[src/rtl/fp_unit_issue_ctrl.sv]
// Issue/sequencing stage around the combinational FPU: holds operands stable for a
// per-opcode number of cycles, then captures the result for a valid/ready writeback.
module fp_unit_issue_ctrl #(
   parameter int unsigned LAT_ADD = 2,
   parameter int unsigned LAT_MUL = 3,
   parameter int unsigned LAT_DIV = 10
) (
   input  logic        in_clk,
   input  logic        in_rst,
   input  logic        in_valid,
   output logic        out_ready,
   input  logic [3:0]  in_FPU_Op,
   input  logic [1:0]  in_fmt,
   input  logic        in_addsub_ctrl,
   input  logic [2:0]  in_ctrl_minmax_sgnj_cmp,
   input  logic [31:0] in_rs1,
   input  logic [31:0] in_rs2,
   input  logic [4:0]  in_rd,
   output logic [31:0] out_fpu_rs1,
   output logic [31:0] out_fpu_rs2,
   output logic [3:0]  out_fpu_op,
   output logic [1:0]  out_fpu_fmt,
   output logic        out_fpu_addsub,
   output logic [2:0]  out_fpu_ctrl,
   input  logic [63:0] in_fpu_data,
   output logic        out_valid,
   input  logic        in_ready,
   output logic [63:0] out_data,
   output logic [4:0]  out_rd,
   output logic        out_int_wb,
   output logic        out_busy
);

   typedef enum logic [1:0] {
      S_IDLE = 2'd0,
      S_EXEC = 2'd1,
      S_DONE = 2'd2
   } state_t;

   localparam logic [3:0] CNT_ADD = 4'(LAT_ADD - 1);
   localparam logic [3:0] CNT_MUL = 4'(LAT_MUL - 1);
   localparam logic [3:0] CNT_DIV = 4'(LAT_DIV - 1);

   state_t      r_state;
   state_t      w_state_nxt;
   logic [3:0]  r_cnt;
   logic [3:0]  w_cnt_nxt;
   logic [3:0]  w_lat_m1;
   logic [4:0]  r_rd_pend;
   logic [31:0] r_fpu_rs1;
   logic [31:0] r_fpu_rs2;
   logic [3:0]  r_fpu_op;
   logic [1:0]  r_fpu_fmt;
   logic        r_fpu_addsub;
   logic [2:0]  r_fpu_ctrl;
   logic [63:0] r_data;
   logic [4:0]  r_rd;
   logic        r_int_wb;
   logic        w_ready;
   logic        w_accept;
   logic        w_capture;

   // Counter preload is latency minus one so the capture lands exactly L edges after accept.
   always_comb begin
      w_lat_m1 = 4'd0;
      case (in_FPU_Op)
         4'b0000: w_lat_m1 = CNT_ADD;
         4'b0001: w_lat_m1 = CNT_MUL;
         4'b0010: w_lat_m1 = CNT_DIV;
         default: w_lat_m1 = 4'd0;
      endcase
   end

   // NOTE: every signal gets a default before the case so no latch is inferred.
   always_comb begin
      w_state_nxt = r_state;
      w_cnt_nxt   = r_cnt;
      w_ready     = 1'b0;
      w_capture   = 1'b0;
      case (r_state)
         S_IDLE: w_ready = 1'b1;
         S_EXEC: begin
            if (r_cnt == 4'd0) begin
               w_capture   = 1'b1;
               w_state_nxt = S_DONE;
            end else begin
               w_cnt_nxt = r_cnt - 4'd1;
            end
         end
         S_DONE: begin
            if (in_ready) begin
               w_ready     = 1'b1;
               w_state_nxt = S_IDLE;
            end
         end
         default: w_state_nxt = S_IDLE;
      endcase
      w_accept = in_valid & w_ready;
      if (w_accept) begin
         w_state_nxt = S_EXEC;
         w_cnt_nxt   = w_lat_m1;
      end
   end

   // NOTE: state registers use non-blocking assignments so all flops update together.
   always_ff @(posedge in_clk) begin
      if (in_rst) begin
         r_state      <= S_IDLE;
         r_cnt        <= 4'd0;
         r_rd_pend    <= 5'd0;
         r_fpu_rs1    <= 32'd0;
         r_fpu_rs2    <= 32'd0;
         r_fpu_op     <= 4'd0;
         r_fpu_fmt    <= 2'd0;
         r_fpu_addsub <= 1'b0;
         r_fpu_ctrl   <= 3'd0;
         r_data       <= 64'd0;
         r_rd         <= 5'd0;
         r_int_wb     <= 1'b0;
      end else begin
         r_state <= w_state_nxt;
         r_cnt   <= w_cnt_nxt;
         if (w_accept) begin
            r_rd_pend    <= in_rd;
            r_fpu_rs1    <= in_rs1;
            r_fpu_rs2    <= in_rs2;
            r_fpu_op     <= in_FPU_Op;
            r_fpu_fmt    <= in_fmt;
            r_fpu_addsub <= in_addsub_ctrl;
            r_fpu_ctrl   <= in_ctrl_minmax_sgnj_cmp;
         end
         if (w_capture) begin
            r_data   <= in_fpu_data;
            r_rd     <= r_rd_pend;
            r_int_wb <= (r_fpu_op == 4'b0100) || (r_fpu_op == 4'b0110);
         end
      end
   end

   assign out_ready      = w_ready;
   assign out_valid      = (r_state == S_DONE);
   assign out_busy       = (r_state != S_IDLE);
   assign out_fpu_rs1    = r_fpu_rs1;
   assign out_fpu_rs2    = r_fpu_rs2;
   assign out_fpu_op     = r_fpu_op;
   assign out_fpu_fmt    = r_fpu_fmt;
   assign out_fpu_addsub = r_fpu_addsub;
   assign out_fpu_ctrl   = r_fpu_ctrl;
   assign out_data       = r_data;
   assign out_rd         = r_rd;
   assign out_int_wb     = r_int_wb;

endmodule
[config.mk]
export PLATFORM = sky130hd
export DESIGN_NAME = fp_unit_issue_ctrl
export DESIGN_NICKNAME = d
export VERILOG_FILES = /design/src/rtl/fp_unit_issue_ctrl.sv
export SDC_FILE = /design/constraint.sdc
export NUM_CORES = 1
export LEC_CHECK = 0
export CORE_ASPECT_RATIO = 0.9
export CORE_MARGIN = 2
export CORE_UTILIZATION = 39
export DETAILED_ROUTE_END_ITERATION = 12
export PLACE_DENSITY_LB_ADDON = 0.05
export SETUP_SLACK_MARGIN = 0.5
export SLEW_MARGIN = 20
export SYNTH_ARGS = -nofsm -noshare
export SYNTH_HDL_FRONTEND = slang
export SYNTH_SLANG_ARGS = --single-unit
[constraint.sdc]
create_clock -name in_clk -period 1.83 [get_ports in_clk]
set_clock_uncertainty 0.15 [all_clocks]
set_input_delay 0.183 -clock in_clk [delete_from_list [all_inputs] [get_ports in_clk]]
set_output_delay 0.183 -clock in_clk [all_outputs]
set_load 0.1 [all_outputs]
# Word-level counts from Yosys, hierarchy flattened
# Cells that the tools add are included.
# Widths: inputs -> output; s select.
# totals
regBits	155
latchBits	0
mem_bits_rw	0
rom_bits	0
inputBits	147
output_inout_bits	147
elab_cells	50
n_memories	0
# op_classes
add_sub_neg	1
n_mul	0
div	0
n_lt_le_gt_ge	0
n_eq_ne	12
shifts	0
mux	12
n_bitwise	2
reduce_logical	10
# op_table
cell	count
$mux 4	3
$pmux 4 s3	1
$eq 4x3->1 const B	2
$logic_not 4->1	2
$ne 2x2->1 const B	3
$pmux 2 s3	1
$reduce_and 3->1	2
$eq 4x1->1 const B	1
$eq 4x2->1 const B	1
$mux 1	4
$mux 2	2
$reduce_bool 2->1	2
$sub 4x1->4 const B	1
$ne 3x1->1 const B	1
$ne 3x3->1 const B	1
$eq 2x1->1 const B	1
$eq 2x2->1 const B	1
$logic_not 2->1	1
$ne 2x1->1 const B	1
$pmux 1 s2	1
$reduce_and 2->1	1
$reduce_or 2->1	1
$and 1x1->1	1
$logic_or 1x1->1	1
$not 1->1	1

# Longest topological paths before layout
# Gate-level depths: netlist (run 1).
# logic_depth
depth_word	5
depth_mapped	8

# Worst setup path before layout (run 1)
# No wires, ideal clock.
# synth_path
path_type	register to register
from	register r_state[1]
to	register r_state[1]
setup_time_ns	0.080
arrival_ns	2.140
t_required_ns	1.600
slack_ns	-0.540
path_stages_with_launch	4
synth_period_minus_slack_ns	2.370
path_cell_list	dfxtp_1 -> nor2b_1 -> nand2b_1 -> a211oi_2
# synth_via
elab_chain_len	4
word_cells_on_any_way	11
# synth_rtl
element	line	source
from (decl)	44	state_t r_state;
from (signal assigned)	121	r_state <= w_state_nxt;
$eq 2x2->1 (*)	--	
named net out_valid	26	output logic out_valid,
$pmux 1 s2	80	case (r_state)
$and 1x1->1	98	w_accept = in_valid & w_ready;
$reduce_or 2->1 (no line)	--	
# The timed path passes the listed nets; every way through them passes the cells marked *.
# A chain may end at the register's enable or synchronous reset.

# Final worst setup path (run 1)
# layout_path
from	register r_state[0]
to	register r_fpu_rs2[11] (netlist: out_fpu_rs2[11])
# layout_via
elab_chain_len	3
word_cells_on_any_way	4
# layout_rtl
element	line	source
$eq 2x2->1 or $logic_not 2->1 (tied branches)	80	
$pmux 1 s2 (*)	80	
$and 1x1->1 (*)	98	
to (signal assigned)	126	r_fpu_rs2 <= in_rs2;
to (decl)	51	logic [31:0] r_fpu_rs2;
# Every way passes the cells marked *; elsewhere a longest branch is shown, timed or not.

==> impl_metrics.tcl, run 1 <==
set metrics [dict create \
    outcome "finished, final reports clean" \
    pre_cts_ws_ns 0.0388 \
    root_buffer "clkbuf_16" \
    grt_pass1_vias 5728 \
    ir_drop_mv 0.743 \
    grt_setup_unrepaired "true" \
    h-tree-depth 4 \
    synth_cell_types 29 \
    synth_most_common_cell "nand2_1" \
    drive_above_1_share 0.475 \
    syn_to_final_growth_pct 118 \
    fin_crit_ns 1.78 \
    syn_nets 840 \
    leakagePower_nw 4.70 \
    design_area_sq_mm 0.0119 \
    viasPerCell 5.23 \
    cts_tree "built" \
    synth-seq-area-share 0.568 \
    worstMarginPinSlew_ns 0.485 \
    wl_per_cell_um 20.3 \
    yosysTopAreaCell "dfxtp_1" \
    worstPathCellList "buf_6 > nor2b_4 > and2_4 > buf_6 > clkbuf_16 > nand2_1 > a21oi_1" \
    synthArstFlopShare 0 \
    diodes 0 \
    worstPathMaxFanout 6 \
    synth-adder-area-share 0.00458 \
    drcViolationCount 0 \
    place_inst 1120 \
    yosys.area_share.simple 0.232 \
    hold_viol_final 0 \
    ys_warn_count 0 \
    power_per_cell_area_mw_per_mm2 944 \
    place_hpwl_um 11800 \
    synth_top_family_by_area "simple AND/OR/NAND/NOR gates" \
    arrival_ns 1.94 \
    synth_compound_area_frac 0.148 \
    synth_mux_area_frac 0 \
    portBuffers 293 \
    hold_path.class "in2reg" \
    drv_slew 0 \
    cp.required_ns 2.00 \
    clkSinkCount 155 \
    setup.worst_path.end_class "flop" \
    drt_first_iter_violations 307 \
    layoutNonFillerInstCount 1199 \
    syn_inst 691 \
    critPathKind "reg2reg" \
    max_freq_mhz 563 \
    postSynthAreaPerCell_sq_um 7.90 \
    synth_xor_xnor_area_share 0.00481 \
    wl_um 24400 \
    ant_nets 0 \
    synthTopCellsByArea "dfxtp_1, nand2_1, a21oi_1, clkbuf_1, buf_2" \
    maxCapViolations 0 \
    nets 1164 \
    vias 6273 \
    cp-start-kind "flop" \
    synth_seq_cells 155 \
    gp_congestion 0.747 \
    die_w_um 129 \
    crit_family "simple AND/OR/NAND/NOR gates" \
    max-slew-margin-rel 0.677 \
    clk-insertion-delay-late_ns 0.42 \
    grt_max_degree 73 \
    start_util 0.394 \
    finalPower_mw 11.2 \
    crit_buf_inv 3 \
    holdBufCountCts 0 \
    critical-path-slowest-cell "dfxtp_2" \
    num_io_pins 294 \
    clk_path_buf_depth 2 \
    finalSetupViolations 0 \
    dpl-instance-area_sq_mm 0.00859 \
    fp.coreArea_sq_mm 0.0139 \
    synth_edf_count 0 \
    layout_setup_ws_ns 0.0543 \
    nFillCells 681 \
    finalCritPeriodShare 0.970 \
    dr.pass1.iters 5 \
    fp-row-count 41 \
    clk_pin_slew_worst_paths_ns 0.07 \
    dieArea_sq_mm 0.0150 \
    cts-buffers-inserted 17 \
    grt_pass1_wl_um 28800 \
    antenna_found_initial 0 \
    synthesis.area_sq_mm 0.00546 \
    grt_usage 0.246 \
    finalSetupTns_ns 0 \
    crit_top_cell "buf_6" \
    overflow 0 \
    synthFlopType "dfxtp_1" \
    slowest_delay_ns 0.32 \
    synth_top_area_frac 0.568 \
    die_h_um 116 \
    ys_top_cells_by_count "nand2_1, dfxtp_1, a21oi_1" \
]
flip-flops by register name, indices dropped and copies added (netlist names):
register and cells:
out_int_wb 1, out_fpu_rs1 32, out_data 64, out_fpu_op 4, r_cnt 4, out_fpu_addsub 1
r_state 2, r_rd_pend 5, out_fpu_fmt 2, out_fpu_ctrl 3, out_fpu_rs2 32, out_rd 5
routing by layer:
layer	up-vias	part of all wire	wire length, um	track usage
li1	2884	-	-	-
met1	3009	0.35	8510	0.259
met2	305	0.53	13000	0.455
met3	75	0.077	1880	0.0916
met4	0	0.040	969	0.0855
met5	-	0	0	0
metrics by stage:
stage / hold slack, ns / utilization
after floorplan: 0.161 / -
after global placement: 0.288 / 0.620
after detailed placement: 0.294 / 0.620
after CTS: 0.0279 / 0.755
after global routing: 0.0695 / 0.860
final: 0.0667 / 0.860
worst register-to-register path, delay by kind of cell, from the launching register on:
family                 cells  cell delay, ns
AND/OR/NAND/NOR            3            0.58
flip-flops                 1            0.32
AO/OA/AOI/OAI              1            0.22
buffers and inverters      3            0.42
layout by cell type (no fill, tap or decap), drive strengths merged:
master and instances:
a211o 1, a211oi 3, a21oi 150, and2 2, buf 194, bufinv 1, clkbuf 33, clkdlybuf4s50 145
clkinv 8, clkinvlp 3, dfxtp 155, ha 2, inv 2, nand2 299, nand2b 4, nand3 2
nand4b 1, nor2 6, nor2b 4, nor3 3, nor4 1, o211a 1, o21a 1, o21ai 1
or2 1, or3 1, xnor2 2, xor2 1
cell type report:
type | count | area (sq um) | area share
multi-input combinational | 486 | 2670 | 0.224
sequential | 155 | 3290 | 0.276
clock buffer | 19 | 453 | 0.0380
timing repair buffer | 353 | 5170 | 0.435
tap | 172 | 215 | 0.0181
inverter | 2 | 7.51 | 0.000630
clock inverter | 12 | 100 | 0.00841
power breakdown:
group	internal, mW	switching, mW	leakage (nW)
Clock	1.92	1.43	0.270
Combinational	1.58	2.43	3.10
Sequential	3.65	0.232	1.33
worst paths after layout:
path                                                     end  slack [ns]                 startpoint  cells after the start
worst max-delay path            out_fpu_rs2[11]$_SDFFE_PP0N_        0.05    r_state[0]$_SDFFE_PP0P_                      7
worst min-delay path             out_fpu_rs2[0]$_SDFFE_PP0N_        0.07                     in_rst                      2
worst max register to register  out_fpu_rs2[11]$_SDFFE_PP0N_        0.05    r_state[0]$_SDFFE_PP0P_                      7
worst min register to register        out_rd[4]$_SDFFE_PP0P_        0.30  r_rd_pend[4]$_SDFFE_PP0N_                      2
cell families (layout without fill, tap and decap cells):
logic type | Yosys count | in the layout
AO/OA/AOI/OAI | 157 | 157
XOR/XNOR | 3 | 3
adder cells (fa/ha/maj) | 2 | 2
buffers and inverters | 52 | 386
flip-flops | 155 | 155
AND/OR/NAND/NOR | 322 | 324
repair_timing:
action                     CTS  global route
setup endpoints to repair  295           251
resized for setup          311           248
buffers inserted             5            15
pin swaps                    3            73
gates cloned                 5            23
Power figures use the tool's default switching activity.
==> run 2, diff against run 1 <==
--- a/config.mk
+++ b/config.mk
@@ -15,3 +15,4 @@
 export SYNTH_ARGS = -nofsm -noshare
 export SYNTH_HDL_FRONTEND = slang
 export SYNTH_SLANG_ARGS = --single-unit
+export TNS_END_PERCENT = 5
==> impl_metrics.tcl, run 2 (same netlist as run 1, synthesis figures left out) <==
set metrics [dict create \
    outcome "finished, final reports clean" \
    cp.required_ns 1.95 \
    finalSetupTns_ns 0 \
    fin_crit_ns 1.70 \
    grt_max_degree 45 \
    drive_above_1_share 0.241 \
    hold_path.class "in2reg" \
    worstMarginPinSlew_ns 0.559 \
    max_freq_mhz 588 \
    ir_drop_mv 0.702 \
    combPwrFrac 0.311 \
    reg2reg_slack_ns 0.13 \
    leakagePower_nw 3.90 \
    setup.worst_path.end_class "flop" \
    max-slew-margin-rel 0.628 \
    ff2ff_path_depth 8 \
    place_hpwl_um 12000 \
    layout_common_cells "nand2_1, dfxtp_1, a21oi_1" \
    cp-start-kind "flop" \
    viasPerCell 4.83 \
    fp-row-count 41 \
    final_common_cell "nand2_1" \
    overflow 0 \
    pwr-share-clk 0.325 \
    diodes 0 \
    arrival_ns 1.82 \
    pre_cts_ws_ns 0.0258 \
    clk_path_buf_depth 2 \
    drv_slew 0 \
    h-tree-depth 4 \
    grt_usage 0.231 \
    dr.pass1.iters 4 \
    design_area_sq_mm 0.00950 \
    dieArea_sq_mm 0.0150 \
    grt_setup_unrepaired "true" \
    drcViolationCount 0 \
    layoutNonFillerInstCount 1175 \
    fp.coreArea_sq_mm 0.0139 \
    whs_ns 0.0809 \
    clkSinkCount 155 \
    utilization 0.686 \
    dpl-instance-area_sq_mm 0.00856 \
    nets 1140 \
    start_util 0.394 \
    startpoint "r_cnt[1]$_SDFFE_PP0P_" \
    syn_to_final_growth_pct 74.0 \
    cts_tree "built" \
    finalCritPeriodShare 0.929 \
    num_io_pins 294 \
    rr_startpoint "r_cnt[1]$_SDFFE_PP0P_" \
    critPathKind "reg2reg" \
    largest_register_ffs 64 \
    root_buffer "clkbuf_16" \
    holdBufCountCts 0 \
    die_h_um 116 \
    worstSetupEndpoint "out_data[28]$_SDFFE_PP0P_" \
    layout_setup_ws_ns 0.129 \
    ant_nets 0 \
    swShare 0.353 \
    die_w_um 129 \
    wl_per_cell_um 15.1 \
    cts-buffers-inserted 17 \
    finalPower_mw 10.3 \
    portBuffers 293 \
    vias 5681 \
    power_per_cell_area_mw_per_mm2 1080 \
    clk-insertion-delay-late_ns 0.42 \
    grt_pass1_wl_um 26600 \
    intPower_mw 6.65 \
    gp_congestion 0.783 \
    place_inst 1124 \
    maxCapViolations 0 \
    clk_pin_slew_worst_paths_ns 0.06 \
    drt_first_iter_violations 262 \
    finalSetupViolations 0 \
    grt_pass1_vias 5345 \
    seqPwrFrac 0.364 \
    hold_viol_final 0 \
    worstPathMaxFanout 11 \
    min_from "in_rst" \
    wl_um 17800 \
    p_sw_mw 3.63 \
    antenna_found_initial 0 \
    r2r-end "out_data[28]$_SDFFE_PP0P_" \
]
==> run 2: cell count changes in the layout (fill, tap and decap cells not counted), moves of 8 or more <==
cell	previous run	this run
clkbuf_16	31	18
nand2_1	258	290
buf_12	111	30
a21oi_2	42	2
nand2_4	35	0
buf_8	49	0
buf_4	13	141
dfxtp_1	7	152
dfxtp_2	147	3
buf_6	16	8
a21oi_1	108	148
==> run 2: layout make-up <==
cell class,instances,area [sq um]
clock buffer,24,502
timing repair buffer,331,3390
inverter,2,7.51
fill,1096,4350
multi-input combinational,484,2210
sequential,155,3110
tap,172,215
clock inverter,7,63.8
==> run 2: per-layer routing <==
| layer | wire (um) | part of all wire | GRT usage | up-vias |
|---|---|---|---|---|
| li1 | - | - | - | 2831 |
| met1 | 6750 | 0.38 | 0.252 | 2604 |
| met2 | 8740 | 0.49 | 0.391 | 212 |
| met3 | 1840 | 0.10 | 0.107 | 34 |
| met4 | 444 | 0.025 | 0.0942 | 0 |
| met5 | 0 | 0 | 0 | - |
==> run 2: power by group through the flow <==
stage | Sequential (mW) | Clock, mW | Combinational [mW]
after CTS | 3.73 | 3.42 | 3.17
final | 3.74 | 3.34 | 3.20
after floorplan | 5.25 | 0 | 0.612
after global routing | 3.76 | 3.58 | 3.34
after detailed placement | 3.81 | 0 | 2.99
after global placement | 3.80 | 0 | 2.96
==> run 2: repair_timing <==
action,4_1_cts,5_1_grt
pin swaps,3,4
resized for setup,18,11
cloned,6,1
setup endpoints to repair,302,302
buffers inserted,11,2
==> run 2: how the worst min path moves through the flow <==
stage	end	slack, ns	depth (start not counted)
5_1_grt	out_data[11]$_SDFFE_PP0P_	0.12	2
2_1_floorplan	r_cnt[1]$_SDFFE_PP0P_	0.17	2
3_3_place_gp	out_data[48]$_SDFFE_PP0P_	0.29	2
4_1_cts	r_state[0]$_SDFFE_PP0P_	0.06	2
6_report	r_state[0]$_SDFFE_PP0P_	0.08	2
3_5_place_dp	out_data[10]$_SDFFE_PP0P_	0.29	2
==> run 2: critical path, stage by stage (launching register included) <==
cell	delay, ns
dfxtp_2	0.32
inv_2	0.07
ha_4	0.14
nand2b_4	0.06
or3_4	0.38
buf_6	0.15
buf_16	0.14
nand2_1	0.07
a21oi_1	0.08
